<file path="src/rtl/trace_port_tx.sv">
// trace_port_tx: TPIU-style continuous-mode trace transmitter; serialises bytes onto a 4-bit bus with sync/halfsync insertion.
module trace_port_tx #(
  parameter int pSYNC_PERIOD = 256,
  parameter int pCOUNT_WIDTH = 16
) (
  input  logic                    trace_clk,
  input  logic                    reset_n,
  input  logic                    I_enable,
  input  logic [7:0]              I_data,
  input  logic                    I_valid,
  output logic                    O_ready,
  input  logic                    I_sync_req,
  output logic [3:0]              O_trace_data,
  output logic                    O_in_sync,
  output logic                    O_idle,
  output logic [pCOUNT_WIDTH-1:0] O_sync_count
);
  localparam int CW = pSYNC_PERIOD > 0 ? $clog2(pSYNC_PERIOD + 1) : 1;
  typedef enum logic [1:0] {OFF, SYNC, DATA, IDLE} state_t;
  state_t                  state_q;
  logic [2:0]              pos_q;
  logic [3:0]              hi_q;
  logic [CW-1:0]           cnt_q;
  logic                    pend_q;
  logic [3:0]              nib_q;
  logic                    in_sync_q;
  logic                    idle_q;
  logic [pCOUNT_WIDTH-1:0] scnt_q;
  logic                    last;
  logic                    pend;
  logic                    hit;
  logic                    accept;
  logic                    go_sync;
  logic [2:0]              pos_d;
  always_comb begin
    last    = state_q == OFF || (state_q == SYNC && pos_q == 3'd7) ||
              (state_q == DATA && pos_q == 3'd1) || (state_q == IDLE && pos_q == 3'd3);
    // OFF counts as pending so that re-enabling always starts with a sync packet
    pend    = pend_q || state_q == OFF;
    hit     = pSYNC_PERIOD != 0 && cnt_q == CW'(pSYNC_PERIOD);
    O_ready = last && I_enable && !pend;
    accept  = O_ready && I_valid;
    go_sync = last && I_enable && pend;
    pos_d   = pos_q + 3'd1;
  end
  always_ff @(posedge trace_clk or negedge reset_n) begin
    if (!reset_n) begin
      state_q   <= OFF;
      pos_q     <= '0;
      hi_q      <= '0;
      cnt_q     <= '0;
      pend_q    <= 1'b1;
      nib_q     <= '0;
      in_sync_q <= 1'b0;
      idle_q    <= 1'b0;
      scnt_q    <= '0;
    end else begin
      pend_q <= go_sync ? 1'b0 : pend || I_sync_req || hit;
      if (go_sync) begin
        cnt_q  <= '0;
        scnt_q <= scnt_q + pCOUNT_WIDTH'(1);
      end else if (accept) begin
        cnt_q <= cnt_q + CW'(1);
      end
      if (last) begin
        pos_q <= '0;
        if (!I_enable) begin
          state_q   <= OFF;
          nib_q     <= 4'h0;
          in_sync_q <= 1'b0;
          idle_q    <= 1'b0;
        end else if (pend) begin
          state_q   <= SYNC;
          nib_q     <= 4'hF;
          in_sync_q <= 1'b1;
          idle_q    <= 1'b0;
        end else if (I_valid) begin
          state_q   <= DATA;
          nib_q     <= I_data[3:0];
          hi_q      <= I_data[7:4];
          in_sync_q <= 1'b0;
          idle_q    <= 1'b0;
        end else begin
          state_q   <= IDLE;
          nib_q     <= 4'hF;
          in_sync_q <= 1'b0;
          idle_q    <= 1'b1;
        end
      end else begin
        pos_q <= pos_d;
        nib_q <= state_q == DATA ? hi_q :
                 (state_q == SYNC && pos_d == 3'd7) || (state_q == IDLE && pos_d == 3'd3) ? 4'h7 : 4'hF;
      end
    end
  end
  assign O_trace_data = nib_q;
  assign O_in_sync    = in_sync_q;
  assign O_idle       = idle_q;
  assign O_sync_count = scnt_q;
endmodule

</file>
<file path="config.mk">
export PLATFORM = sky130hd
export DESIGN_NAME = trace_port_tx
export DESIGN_NICKNAME = d
export VERILOG_FILES = /design/src/rtl/trace_port_tx.sv
export SDC_FILE = /design/constraint.sdc
export NUM_CORES = 1
export LEC_CHECK = 0
export BUFFER_PORTS_ARGS = -buffer_cell sky130_fd_sc_hd__buf_2
export CELL_PAD_IN_SITES_DETAIL_PLACEMENT = 1
export CELL_PAD_IN_SITES_GLOBAL_PLACEMENT = 2
export CORE_ASPECT_RATIO = 1.4
export CORE_MARGIN = 2
export CORE_UTILIZATION = 30
export CTS_BUF_LIST = sky130_fd_sc_hd__clkbuf_16
export CTS_CLUSTER_DIAMETER = 150
export DETAILED_ROUTE_END_ITERATION = 6
export PLACE_DENSITY = 0.67
export SYNTH_ARGS = -nofsm -noshare
export SYNTH_HDL_FRONTEND = slang
export SYNTH_SLANG_ARGS = --single-unit
export TNS_END_PERCENT = 20
</file>
<file path="constraint.sdc">
create_clock -name trace_clk -period 3.35 [get_ports trace_clk]
set_clock_uncertainty 0.1 [all_clocks]
set_input_delay 0.5025 -clock trace_clk [delete_from_list [all_inputs] [get_ports trace_clk]]
set_output_delay 0.5025 -clock trace_clk [all_outputs]
set_load 0.02 [all_outputs]
</file>
# Word level (Yosys, flattened, before mapping)
# Cells that the tools add are included.
# totals
regBits	41
inputBits	13
output_inout_bits	23
wordCells	60
# op_classes
n_addsub	3
n_eq_ne	9
muxes	18
n_bitwise	1
reduce_logical	20
# op_table
operator	n
two-way mux 4 bit	6
two-way mux 9 bit	2
adder 16 x 1 -> 16 bit (second input constant)	1
adder 9 x 1 -> 9 bit (second input constant)	1
== test 9 bit (second input constant)	1
logical AND 1 bit	9
logical OR 1 bit	7
two-way mux 1 bit	7
== test 3 x 2 -> 1 bit (second input constant)	2
== test 3 bit (second input constant)	2
== test 2 bit (second input constant)	2
two-way mux 2 bit	2
AND reduction 4 bit	1
adder 3 x 1 -> 3 bit (second input constant)	1
== test 3 x 1 -> 1 bit (second input constant)	1
two-way mux 3 bit	1
== test 2 x 1 -> 1 bit (second input constant)	1
zero test 2 bit	1
nonzero test 2 bit	1
zero test 1 bit	1
inverter 1 bit	1

# Longest topological paths before layout
# Gate-level depths: netlist (run 1).
# logic_depth
ltp_word	10
ltp_mapped	7
ltp_nobuf	6

# Worst setup path after synthesis (run 1)
# Ideal clock, no wire load.
# synth_timing
path_kind	reg2reg
start	reg pos_q[0]
end	reg scnt_q[1], in the netlist O_sync_count[1]
setup_time_ps	128
arrival_ps	1854
t_required_ps	3122
path_slack_ps	1269
stages_incl_launch_ff	8
path_buffers	1
cell_sequence	dfrtp_1 > ha_1 > ha_1 > or3b_1 > o211ai_2 > buf_12 > nor2_2 > mux2_1
# synth_between
elab_chain_cells	7
# synth_rtl
element	line	rtl
from (decl)	21	logic [2:0] pos_q;
from (signal assigned)	90	pos_q <= pos_d;
== test 3 bit	36	last = state_q == OFF || (state_q == SYNC && pos_q == 3'd7) ||
logical AND 1 bit	36	
logical OR 1 bit (2 in series)	36	
logical OR 1 bit (*)	37	(state_q == DATA && pos_q == 3'd1) || (state_q == IDLE && pos_q == 3'd3);
logical AND 1 bit (*) (2 in series)	43	go_sync = last && I_enable && pend;
to (signal assigned)	61	scnt_q <= scnt_q + pCOUNT_WIDTH'(1);
to (decl)	28	logic [pCOUNT_WIDTH-1:0] scnt_q;
# Mark *: on every way between the ends. The rest lies on a longest branch, timed or not.
# A chain may end at the register's enable or synchronous reset.

# Worst setup path in the final report (run 1)
# layout_timing
start	reg pos_q[0]
end	out O_ready
# layout_between
elab_chain_cells	7
# layout_rtl
element	line	rtl
== test 3 bit	36	
logical AND 1 bit	36	
logical OR 1 bit (2 in series)	36	
logical OR 1 bit (*)	37	
logical AND 1 bit (*) (2 in series)	41	O_ready = last && I_enable && !pend;
to (decl)	11	output logic O_ready,
# Marked as above.

==> flow_metrics.env, run 1 <==
export IMPL_core_area_mm2=0.006937
export IMPL_gr_total_overflow=0
export IMPL_fp_dieH_um=104.1
export IMPL_drtAntennaViolNets=0
export IMPL_syn_nets=215
export IMPL_clock_sinks=41
export IMPL_fin_nets=251
export IMPL_synth_adder_area_share_pct=4.662
export IMPL_max_slew_worst_pin_slew_ns=0.9473
export IMPL_final_common_cell="dfrtp_1"
export IMPL_reg2reg_depth=7
export IMPL_fmax_mhz=393.6
export IMPL_cts_setup_buffers=0
export IMPL_status="complete, no violations"
export IMPL_drt_total_wl_um=5042
export IMPL_synth_cell_type_count=52
export IMPL_drt_first_pass_iters=4
export IMPL_io_buffers=35
export IMPL_synthArstFlopShare_pct=100.0
export IMPL_clkTransAtPathRegs_ns=0.06
export IMPL_grt_pass1_wl_um=8604
export IMPL_vias=1609
export IMPL_hold_viol=0
export IMPL_final_setup_tns_ns=0
export IMPL_arrival_ns=1.94
export IMPL_grt_busiest_layer="met2"
export IMPL_synth_top_family_by_area="simple AND/OR/NAND/NOR gates"
export IMPL_max_slew_margin_rel_pct=36.84
export IMPL_root_buffer="clkbuf_16"
export IMPL_ys_seq_elements=41
export IMPL_hold_class="in2async"
export IMPL_peakVddDrop_mv=0.2528
export IMPL_met2_usage_pct=22.36
export IMPL_synth_top_area_share_pct=46.62
export IMPL_dieArea_mm2=0.007859
export IMPL_grt_max_degree=42
export IMPL_fill_cells=828
export IMPL_synth_xor_area_share_pct=6.527
export IMPL_start_util_pct=30.95
export IMPL_num_rows=36
export IMPL_clock_path_buffers=2
export IMPL_slew_violations=0
export IMPL_grt_usage_pct=14.09
export IMPL_power_density_mw_per_mm2=739.1
export IMPL_r2r_start="pos_q[0]"
export IMPL_leakage_uw=0.001184
export IMPL_final_cell_mix="40 x dfrtp_1, 35 x buf_2, 12 x o21ai_0"
export IMPL_dp_hpwl_um=3535
export IMPL_synth_edf_count=0
export IMPL_cts_buffers=5
export IMPL_drc=0
export IMPL_path_class="reg2out"
export IMPL_cts_hold_buf=0
export IMPL_setup_viol=0
export IMPL_routedWlPerCell_um=15.47
export IMPL_grt_use_met1_pct=18.90
export IMPL_boundaryPins=36
export IMPL_ys_seq_area_share_pct=47.84
export IMPL_finalCriticalPeriod_ns=2.541
export IMPL_cp_start_kind="register"
export IMPL_avgSynthCellArea_um2=11.07
export IMPL_h_tree_depth=2
export IMPL_diodes=0
export IMPL_post_synth_top_area_cell="dfrtp_1"
export IMPL_via_per_inst=4.936
export IMPL_synth_cells=194
export IMPL_path_max_fanout=5
export IMPL_ys_top_cells_by_area="dfrtp_1 47%, ha_1 4.7%, xor2_1 3.7%"
export IMPL_clk_latency_ns=0.28
export IMPL_required_ns=2.75
export IMPL_antenna_found_initial=0
export IMPL_crit_path_end_kind="output port"
export IMPL_dieWidth_um=75.50
export IMPL_reg2reg_slack_ns=0.97
export IMPL_syn2layout_area_growth_pct=18.07
export IMPL_crit_start="pos_q[0]"
export IMPL_yosysWarnings=0
export IMPL_globalplace_congestion=0.7498
export IMPL_cts_tree="done"
export IMPL_first_global_vias=1707
export IMPL_max_cap_viol_count=0
export IMPL_rsz0062_at_grt="no"
export IMPL_cts_resized=0
export IMPL_period_share_pct=75.85
export IMPL_drt_iter0_drc=36
export IMPL_synthMuxAreaShare_pct=3.613
export IMPL_reg2reg_to="O_sync_count[3]"
export IMPL_finalPower_uw=1874
export IMPL_synthSimpleGateAreaFrac_pct=20.80
export IMPL_final_core_util_pct=36.54
export IMPL_netlist_area_mm2=0.002147
export IMPL_met3_usage_pct=2.810
export IMPL_drive_gt1_share_pct=26.41
export IMPL_ys_flop_type="dfrtp_1"
export IMPL_synth_compound_area_share_pct=12.47
[metal layers]
metal,wire length [µm],up-vias
met5,0,-
met4,86,0
met3,175,5
met2,2461,34
met1,2319,788
li1,-,782
[Yosys cell counts, drive strengths merged (2+ instances only)]
master,count
buf,7
o21ai,12
or4,2
nor4b,5
mux2,6
a21boi,2
or3,2
inv,8
o31ai,4
dfrtp,40
or3b,3
and3,3
a21oi,9
ha,8
xnor2,7
o211ai,2
nand3,10
nand4,7
nand2b,2
nand2,10
xor2,9
nor2,6
a22o,2
nor4,4
and2,2
nor3,7
[area by class of cell]
| class | count | area (µm²) | share of cell area [%] |
|---|---|---|---|
| Sequential cell | 41 | 1027 | 40.52 |
| Tap cell | 95 | 118.9 | 4.689 |
| Timing Repair Buffer | 37 | 190.2 | 7.502 |
| Inverter | 8 | 30.03 | 1.185 |
| Multi-Input combinational cell | 137 | 1032 | 40.72 |
| Clock inverter | 3 | 11.26 | 0.4442 |
| Clock buffer | 5 | 125.1 | 4.936 |
[power by group]
group | internal (µW) | switching (µW)
logic | 249 | 439
clock network | 268 | 186
registers | 619 | 112
total | 1140 | 738
[cell families (layout without fill, tap and decap cells)]
group | count (synthesis) | count (layout)
adders and majority gates | 8 | 8
and+or+nand+nor | 66 | 66
DFF | 41 | 41
muxes | 7 | 7
xor gates and xnor gates | 16 | 16
AOI/OAI and AO/OA | 40 | 40
buffers and inverters | 16 | 53
[through the flow]
step | hold WS [ns] | std cells | area, µm² | setup WS [ns]
global placement | 0.3589 | 318 | 2399 | 1.001
finish | 0.2719 | 326 | 2535 | 0.8091
global route | 0.3392 | 326 | 2535 | 0.6864
floorplan | 0.1069 | 194 | 2147 | 1.269
detailed placement | 0.3624 | 318 | 2399 | 0.9632
CTS | 0.3140 | 326 | 2535 | 0.7798
[state kept, by name (all words and copies together) (netlist names)]
| register | flops |
|---|---|
| O_sync_count | 16 |
| cnt_q | 9 |
| O_trace_data | 4 |
| hi_q | 4 |
| pos_q | 3 |
| state_q | 2 |
| O_idle | 1 |
| O_in_sync | 1 |
| pend_q | 1 |
[worst max-delay path, stage by stage (launching register included)]
cell      delay (ns)
dfrtp_1         0.41
ha_1            0.23
ha_1            0.21
a21boi_0        0.30
nand2_1         0.17
nand2b_4        0.14
inv_1           0.05
buf_2           0.15
[worst max path at each step]
stage,endpoint
finish,O_ready
CTS,O_ready
floorplan,O_sync_count[1]
detailed placement,O_sync_count[3]
global route,O_ready
global placement,O_sync_count[3]
Power figures use the tool's default switching activity.
==> run 2, diff against run 1 <==
--- a/config.mk
+++ b/config.mk
@@ -5,6 +5,7 @@
 export SDC_FILE = /design/constraint.sdc
 export NUM_CORES = 1
 export LEC_CHECK = 0
+export ABC_AREA = 1
 export BUFFER_PORTS_ARGS = -buffer_cell sky130_fd_sc_hd__buf_2
 export CELL_PAD_IN_SITES_DETAIL_PLACEMENT = 1
 export CELL_PAD_IN_SITES_GLOBAL_PLACEMENT = 2
@@ -14,7 +15,7 @@
 export CTS_BUF_LIST = sky130_fd_sc_hd__clkbuf_16
 export CTS_CLUSTER_DIAMETER = 150
 export DETAILED_ROUTE_END_ITERATION = 6
-export PLACE_DENSITY = 0.67
+export PLACE_DENSITY = 0.75
 export SYNTH_ARGS = -nofsm -noshare
 export SYNTH_HDL_FRONTEND = slang
 export SYNTH_SLANG_ARGS = --single-unit
==> constraint.sdc (replaced) <==
create_clock -name trace_clk -period 2.42 [get_ports trace_clk]
set_clock_uncertainty 0.1 [all_clocks]
set_input_delay 0.363 -clock trace_clk [delete_from_list [all_inputs] [get_ports trace_clk]]
set_output_delay 0.363 -clock trace_clk [all_outputs]
set_load 0.02 [all_outputs]
==> run 2 against run 1 <==
Net effect: wire length grew 25%; final cell count rose by 43%; synthesized area is 9.4% higher; die area rose by 8.9%; design area grew 13%; sequential share of layout area decreased by 4.5 points; largest power group is now combinational logic; first-iteration DRC count increased by 97%.
==> flow_metrics.env, run 2 <==
export IMPL_netlist_area_mm2=0.002349
export IMPL_hold_class="in2async"
export IMPL_period_share_pct=93.68
export IMPL_boundaryPins=36
export IMPL_reg2reg_slack_ns=0.35
export IMPL_largest_register_ffs=16
export IMPL_synth_edf_count=0
export IMPL_final_common_cell="nand2_1"
export IMPL_max_slew_margin_rel_pct=63.43
export IMPL_reg2reg_depth=11
export IMPL_status="complete, no violations"
export IMPL_setup_viol=0
export IMPL_gr_total_overflow=0
export IMPL_grt_pass1_wl_um=10660
export IMPL_finalInstanceArea_mm2=0.002855
export IMPL_ys_top_cells_by_area="dfrtp_1 43%, nand2_1 19%, nor2_1 6.2%"
export IMPL_reg2reg_to="cnt_q[3]"
export IMPL_cp_start_kind="register"
export IMPL_start_util_pct=30.68
export IMPL_clock_path_buffers=2
export IMPL_fmax_mhz=441.1
export IMPL_path_class="reg2out"
export IMPL_drtAntennaViolNets=0
export IMPL_num_rows=38
export IMPL_diodes=0
export IMPL_crit_path_end="O_ready"
export IMPL_fin_nets=387
export IMPL_synthArstFlopShare_pct=100.0
export IMPL_root_buffer="clkbuf_16"
export IMPL_avgSynthCellArea_um2=7.362
export IMPL_io_buffers=35
export IMPL_regArea_mm2=0.001027
export IMPL_grt_usage_pct=15.89
export IMPL_path_max_fanout=8
export IMPL_h_tree_depth=2
export IMPL_yosysMostFrequentCell="nand2_1"
export IMPL_dp_hpwl_um=4682
export IMPL_peakVddDrop_mv=0.3848
export IMPL_multi_input_area_mm2=0.001155
export IMPL_dpl_cell_area_mm2=0.002641
export IMPL_syn_nets=340
export IMPL_crit_start="pos_q[0]"
export IMPL_max_cap_viol_count=0
export IMPL_synth_top_cells_by_count="119 x nand2_1, 40 x dfrtp_1, 39 x nor2_1"
export IMPL_synth_top_area_share_pct=42.62
export IMPL_cts_tree="done"
export IMPL_drt_iter0_drc=71
export IMPL_first_global_vias=2224
export IMPL_final_setup_tns_ns=0
export IMPL_r2r_start="pos_q[0]"
export IMPL_ys_flop_type="dfrtp_1"
export IMPL_ys_seq_elements=41
export IMPL_dieArea_mm2=0.008562
export IMPL_power_density_mw_per_mm2=1003
export IMPL_post_synth_top_area_cell="dfrtp_1"
export IMPL_core_area_mm2=0.007655
export IMPL_vias=2154
export IMPL_hold_viol=0
export IMPL_required_ns=1.96
export IMPL_arrival_ns=1.80
export IMPL_drc=0
export IMPL_fill_cells=970
export IMPL_yosysWarnings=0
export IMPL_drt_total_wl_um=6291
export IMPL_fp_dieH_um=108.7
export IMPL_drt_first_pass_iters=4
export IMPL_routedWlPerCell_um=13.47
export IMPL_drive_gt1_share_pct=18.26
export IMPL_synth_cell_type_count=23
export IMPL_clk_latency_ns=0.28
export IMPL_dieWidth_um=78.78
export IMPL_crit_path_end_kind="output port"
export IMPL_finalCriticalPeriod_ns=2.267
export IMPL_slew_violations=0
export IMPL_clkTransAtPathRegs_ns=0.06
export IMPL_antenna_found_initial=0
export IMPL_leakage_uw=0.001409
export IMPL_ys_seq_area_share_pct=43.74
export IMPL_via_per_inst=4.612
export IMPL_synth_cells=319
export IMPL_cts_buffers=5
export IMPL_syn2layout_area_growth_pct=21.58
export IMPL_clock_sinks=41
export IMPL_final_cell_mix="119 x nand2_1, 40 x dfrtp_1, 38 x nor2_1"
export IMPL_grt_max_degree=42
export IMPL_max_slew_worst_pin_slew_ns=0.5485
export IMPL_globalplace_congestion=0.7191
-- run 2: changes by cell type in the layout (fill, tap and decap cells not counted), sizes merged, moves of 5 or more --
cell / before / now
nand2: 10 / 124
nor2: 6 / 40
inv: 11 / 35
nand3: 10 / 27
a21oi: 9 / 1
buf: 37 / 45
mux2: 6 / 0
nor3: 7 / 2
nor4b: 5 / 0
-- run 2: logic make-up (layout without fill, tap and decap cells) --
| logic type | count (synthesis) | count (layout) | synth area share [%] |
|---|---|---|---|
| AND/OR/NAND/NOR | 200 | 200 | 35.96 |
| flip-flops | 41 | 41 | 43.74 |
| buffers and inverters | 40 | 88 | 7.192 |
| AO/OA/AOI/OAI | 20 | 20 | 5.115 |
| XOR/XNOR | 10 | 10 | 3.729 |
| adder cells (fa/ha/maj) | 8 | 8 | 4.262 |
-- run 2: routing by layer --
metal	part of all wire (%)	GRT usage [%]	vias up
met5	0	0	-
met4	1.2	5.388	0
met3	2.1	2.401	7
met2	55	29.43	24
met1	42	18.53	1029
li1	-	-	1094
-- run 2: layout make-up --
class,instances,share of cell area (%)
Sequential cell,41,35.98
Inverter,35,4.601
Multi-Input combinational cell,238,40.45
Tap cell,100,4.382
Clock inverter,3,1.446
Clock buffer,5,4.382
Timing Repair Buffer,45,8.764
-- run 2: critical path, stage by stage (launching register included) --
cell,delay [ns]
dfrtp_1,0.41
ha_1,0.23
ha_1,0.17
inv_1,0.05
nand2_1,0.06
nand3_2,0.13
nand2_4,0.09
nand2_2,0.17
nor2_2,0.06
buf_2,0.16
-- run 2: worst min path at each step --
| stage | from | to | slack [ns] | cells past startpoint |
|---|---|---|---|---|
| finish | reset_n | O_sync_count[7] | 0.04 | 2 |
| global route | reset_n | O_sync_count[7] | 0.08 | 2 |
| CTS | reset_n | O_sync_count[7] | 0.07 | 2 |
| detailed placement | hi_q[2] | hi_q[2] | 0.36 | 2 |
| floorplan | reset_n | O_idle | -0.03 | 0 |
| global placement | O_in_sync | O_in_sync | 0.36 | 2 |
-- run 2: repair_timing --
action / in CTS / in global routing
hold buffers: 0 / 0
buffers inserted: 0 / 6
setup endpoints to repair: 0 / 1
resized for setup: 0 / 1
-- run 2: power by group --
part | internal [µW] | leakage (µW) | switching (µW) | total, µW
clock | 483 | 0.0000775 | 279 | 762
combinational | 381 | 0.000793 | 688 | 1070
sequential | 868 | 0.000538 | 163 | 1030
-- run 2: metrics by stage --
step | hold WS [ns] | std cells | total power [µW] | util [%] | worst slack (ns)
floorplan | -0.03259 | 319 | 1717 | - | 0.4889
global placement | 0.3605 | 453 | 2034 | 34.50 | 0.4435
detailed placement | 0.3612 | 453 | 2055 | 34.50 | 0.3676
CTS | 0.07325 | 461 | 2827 | 36.68 | 0.05759
global route | 0.08041 | 467 | 3078 | 37.30 | -0.01385
finish | 0.03770 | 467 | 2863 | 37.30 | 0.1529
==> run 3, diff against run 2 <==
==> constraint.sdc (replaced) <==
create_clock -name trace_clk -period 2.42 [get_ports trace_clk]
set_clock_uncertainty 0.1 [all_clocks]
set_input_delay 0.363 -clock trace_clk [delete_from_list [all_inputs] [get_ports trace_clk]]
set_output_delay 0.363 -clock trace_clk [all_outputs]
set_load 0.1 [all_outputs]
==> run 3 against run 2 <==
Net effect: flip-flop and latch count did not move; critical path depth is the same; total power is 23% higher; utilization increased by 0.72 points; clock-buffer cell count unchanged; clock power increased by 2.8%; register-to-register slack lost 0.10 ns; highest routed layer unchanged.
==> flow_metrics.env, run 3 (same netlist as run 2, synthesis figures left out) <==
export IMPL_clock_sinks=41
export IMPL_io_buffers=35
export IMPL_clkTransAtPathRegs_ns=0.06
export IMPL_via_per_inst=4.596
export IMPL_path_max_fanout=8
export IMPL_crit_path_end_kind="output port"
export IMPL_max_cap_viol_count=0
export IMPL_p_int_uw=1767
export IMPL_grt_pass1_wl_um=10870
export IMPL_fin_nets=390
export IMPL_period_share_pct=93.91
export IMPL_fill_cells=971
export IMPL_required_ns=1.96
export IMPL_reg2reg_slack_ns=0.25
export IMPL_crit_buf_inv=2
export IMPL_dp_hpwl_um=4961
export IMPL_leakage_uw=0.001431
export IMPL_p_switching_uw=1751
export IMPL_drt_total_wl_um=6606
export IMPL_vias=2160
export IMPL_core_area_mm2=0.007655
export IMPL_boundaryPins=36
export IMPL_hold_class="in2reg"
export IMPL_drc=0
export IMPL_diodes=0
export IMPL_clock_path_buffers=2
export IMPL_fp_dieH_um=108.7
export IMPL_largest_register_ffs=16
export IMPL_grt_usage_pct=16.61
export IMPL_critical_path_max_stage_delay_ns=0.39
export IMPL_pwr_share_clk_pct=22.3
export IMPL_root_buffer="clkbuf_16"
export IMPL_grt_max_degree=28
export IMPL_dieArea_mm2=0.008562
export IMPL_drive_gt1_share_pct=18.92
export IMPL_drt_first_pass_iters=4
export IMPL_max_slew_worst_pin_slew_ns=0.5337
export IMPL_path_cells="ha_1 > ha_1 > inv_1 > nand2_1 > nand3_2 > nand2_4 > nand2_4 > nor2_4 > buf_12"
export IMPL_holdWs_ns=0.1692
export IMPL_num_rows=38
export IMPL_peakVddDrop_mv=0.9559
export IMPL_cp_top_family="simple AND/OR/NAND/NOR gates"
export IMPL_start_util_pct=30.68
export IMPL_power_density_mw_per_mm2=1209
export IMPL_hold_viol=0
export IMPL_final_common_cell="nand2_1"
export IMPL_arrival_ns=1.81
export IMPL_syn2layout_area_growth_pct=23.92
export IMPL_routedWlPerCell_um=14.06
export IMPL_comb_power_share_pct=48.4
export IMPL_drtAntennaViolNets=0
export IMPL_fmax_mhz=440.0
export IMPL_swShare_pct=49.78
export IMPL_globalplace_congestion=0.7405
export IMPL_clk_latency_ns=0.29
export IMPL_cts_tree="done"
export IMPL_cts_buffers=5
export IMPL_status="complete, no violations"
export IMPL_seqPwrFrac_pct=29.4
export IMPL_drt_iter0_drc=54
export IMPL_path_class="reg2out"
export IMPL_max_slew_margin_rel_pct=64.42
export IMPL_slew_violations=0
export IMPL_h_tree_depth=2
export IMPL_finalPower_uw=3517
export IMPL_antenna_found_initial=0
export IMPL_final_cell_mix="119 x nand2_1, 40 x dfrtp_1, 38 x nor2_1"
export IMPL_gr_total_overflow=0
export IMPL_cp_start_kind="register"
export IMPL_first_global_vias=2269
export IMPL_cp_slowest_cell="dfrtp_1"
export IMPL_setup_viol=0
export IMPL_regArea_mm2=0.001027
export IMPL_dieWidth_um=78.78
export IMPL_multi_input_area_mm2=0.001165
export IMPL_finalCriticalPeriod_ns=2.273
## run 3: cell types whose count changed in the layout (fill, tap and decap cells not counted)
cell and delta:
buf_4 +2, buf_12 +1, buf_2 -1, clkinv_1 -1
clkinv_4 +1, dlygate4sd3_1 +1, nand2_2 -1, nand2_4 +1
nor2_2 -1, nor2_4 +1
## run 3: area by class of cell
cell class	count	area share [%]
clock buffer	5	4.299
sequential	41	35.30
multi-input combinational	238	40.03
clock inverter	3	1.591
inverter	35	4.514
timing repair buffer	48	9.974
tap	100	4.299
## run 3: final timing paths
| kind | startpoint | endpoint | cells past startpoint |
|---|---|---|---|
| setup / recovery | pos_q[0] | O_ready | 9 |
| hold / removal | I_data[5] | hi_q[1] | 3 |
| setup reg to reg | pos_q[0] | cnt_q[3] | 12 |
| hold reg to reg | hi_q[1] | hi_q[1] | 2 |
| max in group asynchronous | reset_n | pend_q | 3 |
| min in group asynchronous | reset_n | O_sync_count[14] | 2 |
## run 3: power groups by stage
stage	registers [µW]	clock network, µW	logic [µW]
global route	1060	841	1850
floorplan	1670	0	626
global placement	1040	0	1610
CTS	1040	810	1640
detailed placement	1050	0	1620
finish	1030	783	1700
## run 3: stage by stage
stage	instance area [µm²]	worst slack (ns)	TNS, ns	utilization, %	std cells
4_1_cts	2865	0.04978	0	37.43	464
3_5_place_dp	2679	0.3193	0	35.00	455
6_report	2910	0.1474	0	38.02	470
5_1_grt	2910	-0.006996	-0.006996	38.02	470
2_1_floorplan	2356	0.2408	0	-	319
3_3_place_gp	2679	0.4172	0	35.00	455
## run 3: worst min-delay path: cells and delay by family
kind | cells | cell delay [ns]
AND/OR/NAND/NOR | 2 | 0.08
buffers and inverters | 1 | 0.08
## run 3: layer usage
layer  share of wire, %  global-route usage [%]  up-vias
li1                   -                       -     1095
met3                2.9                   3.311        8
met5                  0                       0        -
met4                1.8                   6.516        0
met1                 39                   17.66     1032
met2                 56                   31.75       25
## run 3: what timing repair did
| action | CTS | global route |
|---|---|---|
| hold endpoints to repair | 22 | 0 |
| pin swaps | 0 | 1 |
| hold buffers | 1 | 0 |
| resized for setup | 1 | 0 |
| endpoints found under the setup margin | 1 | 1 |
| setup buffers | 0 | 6 |
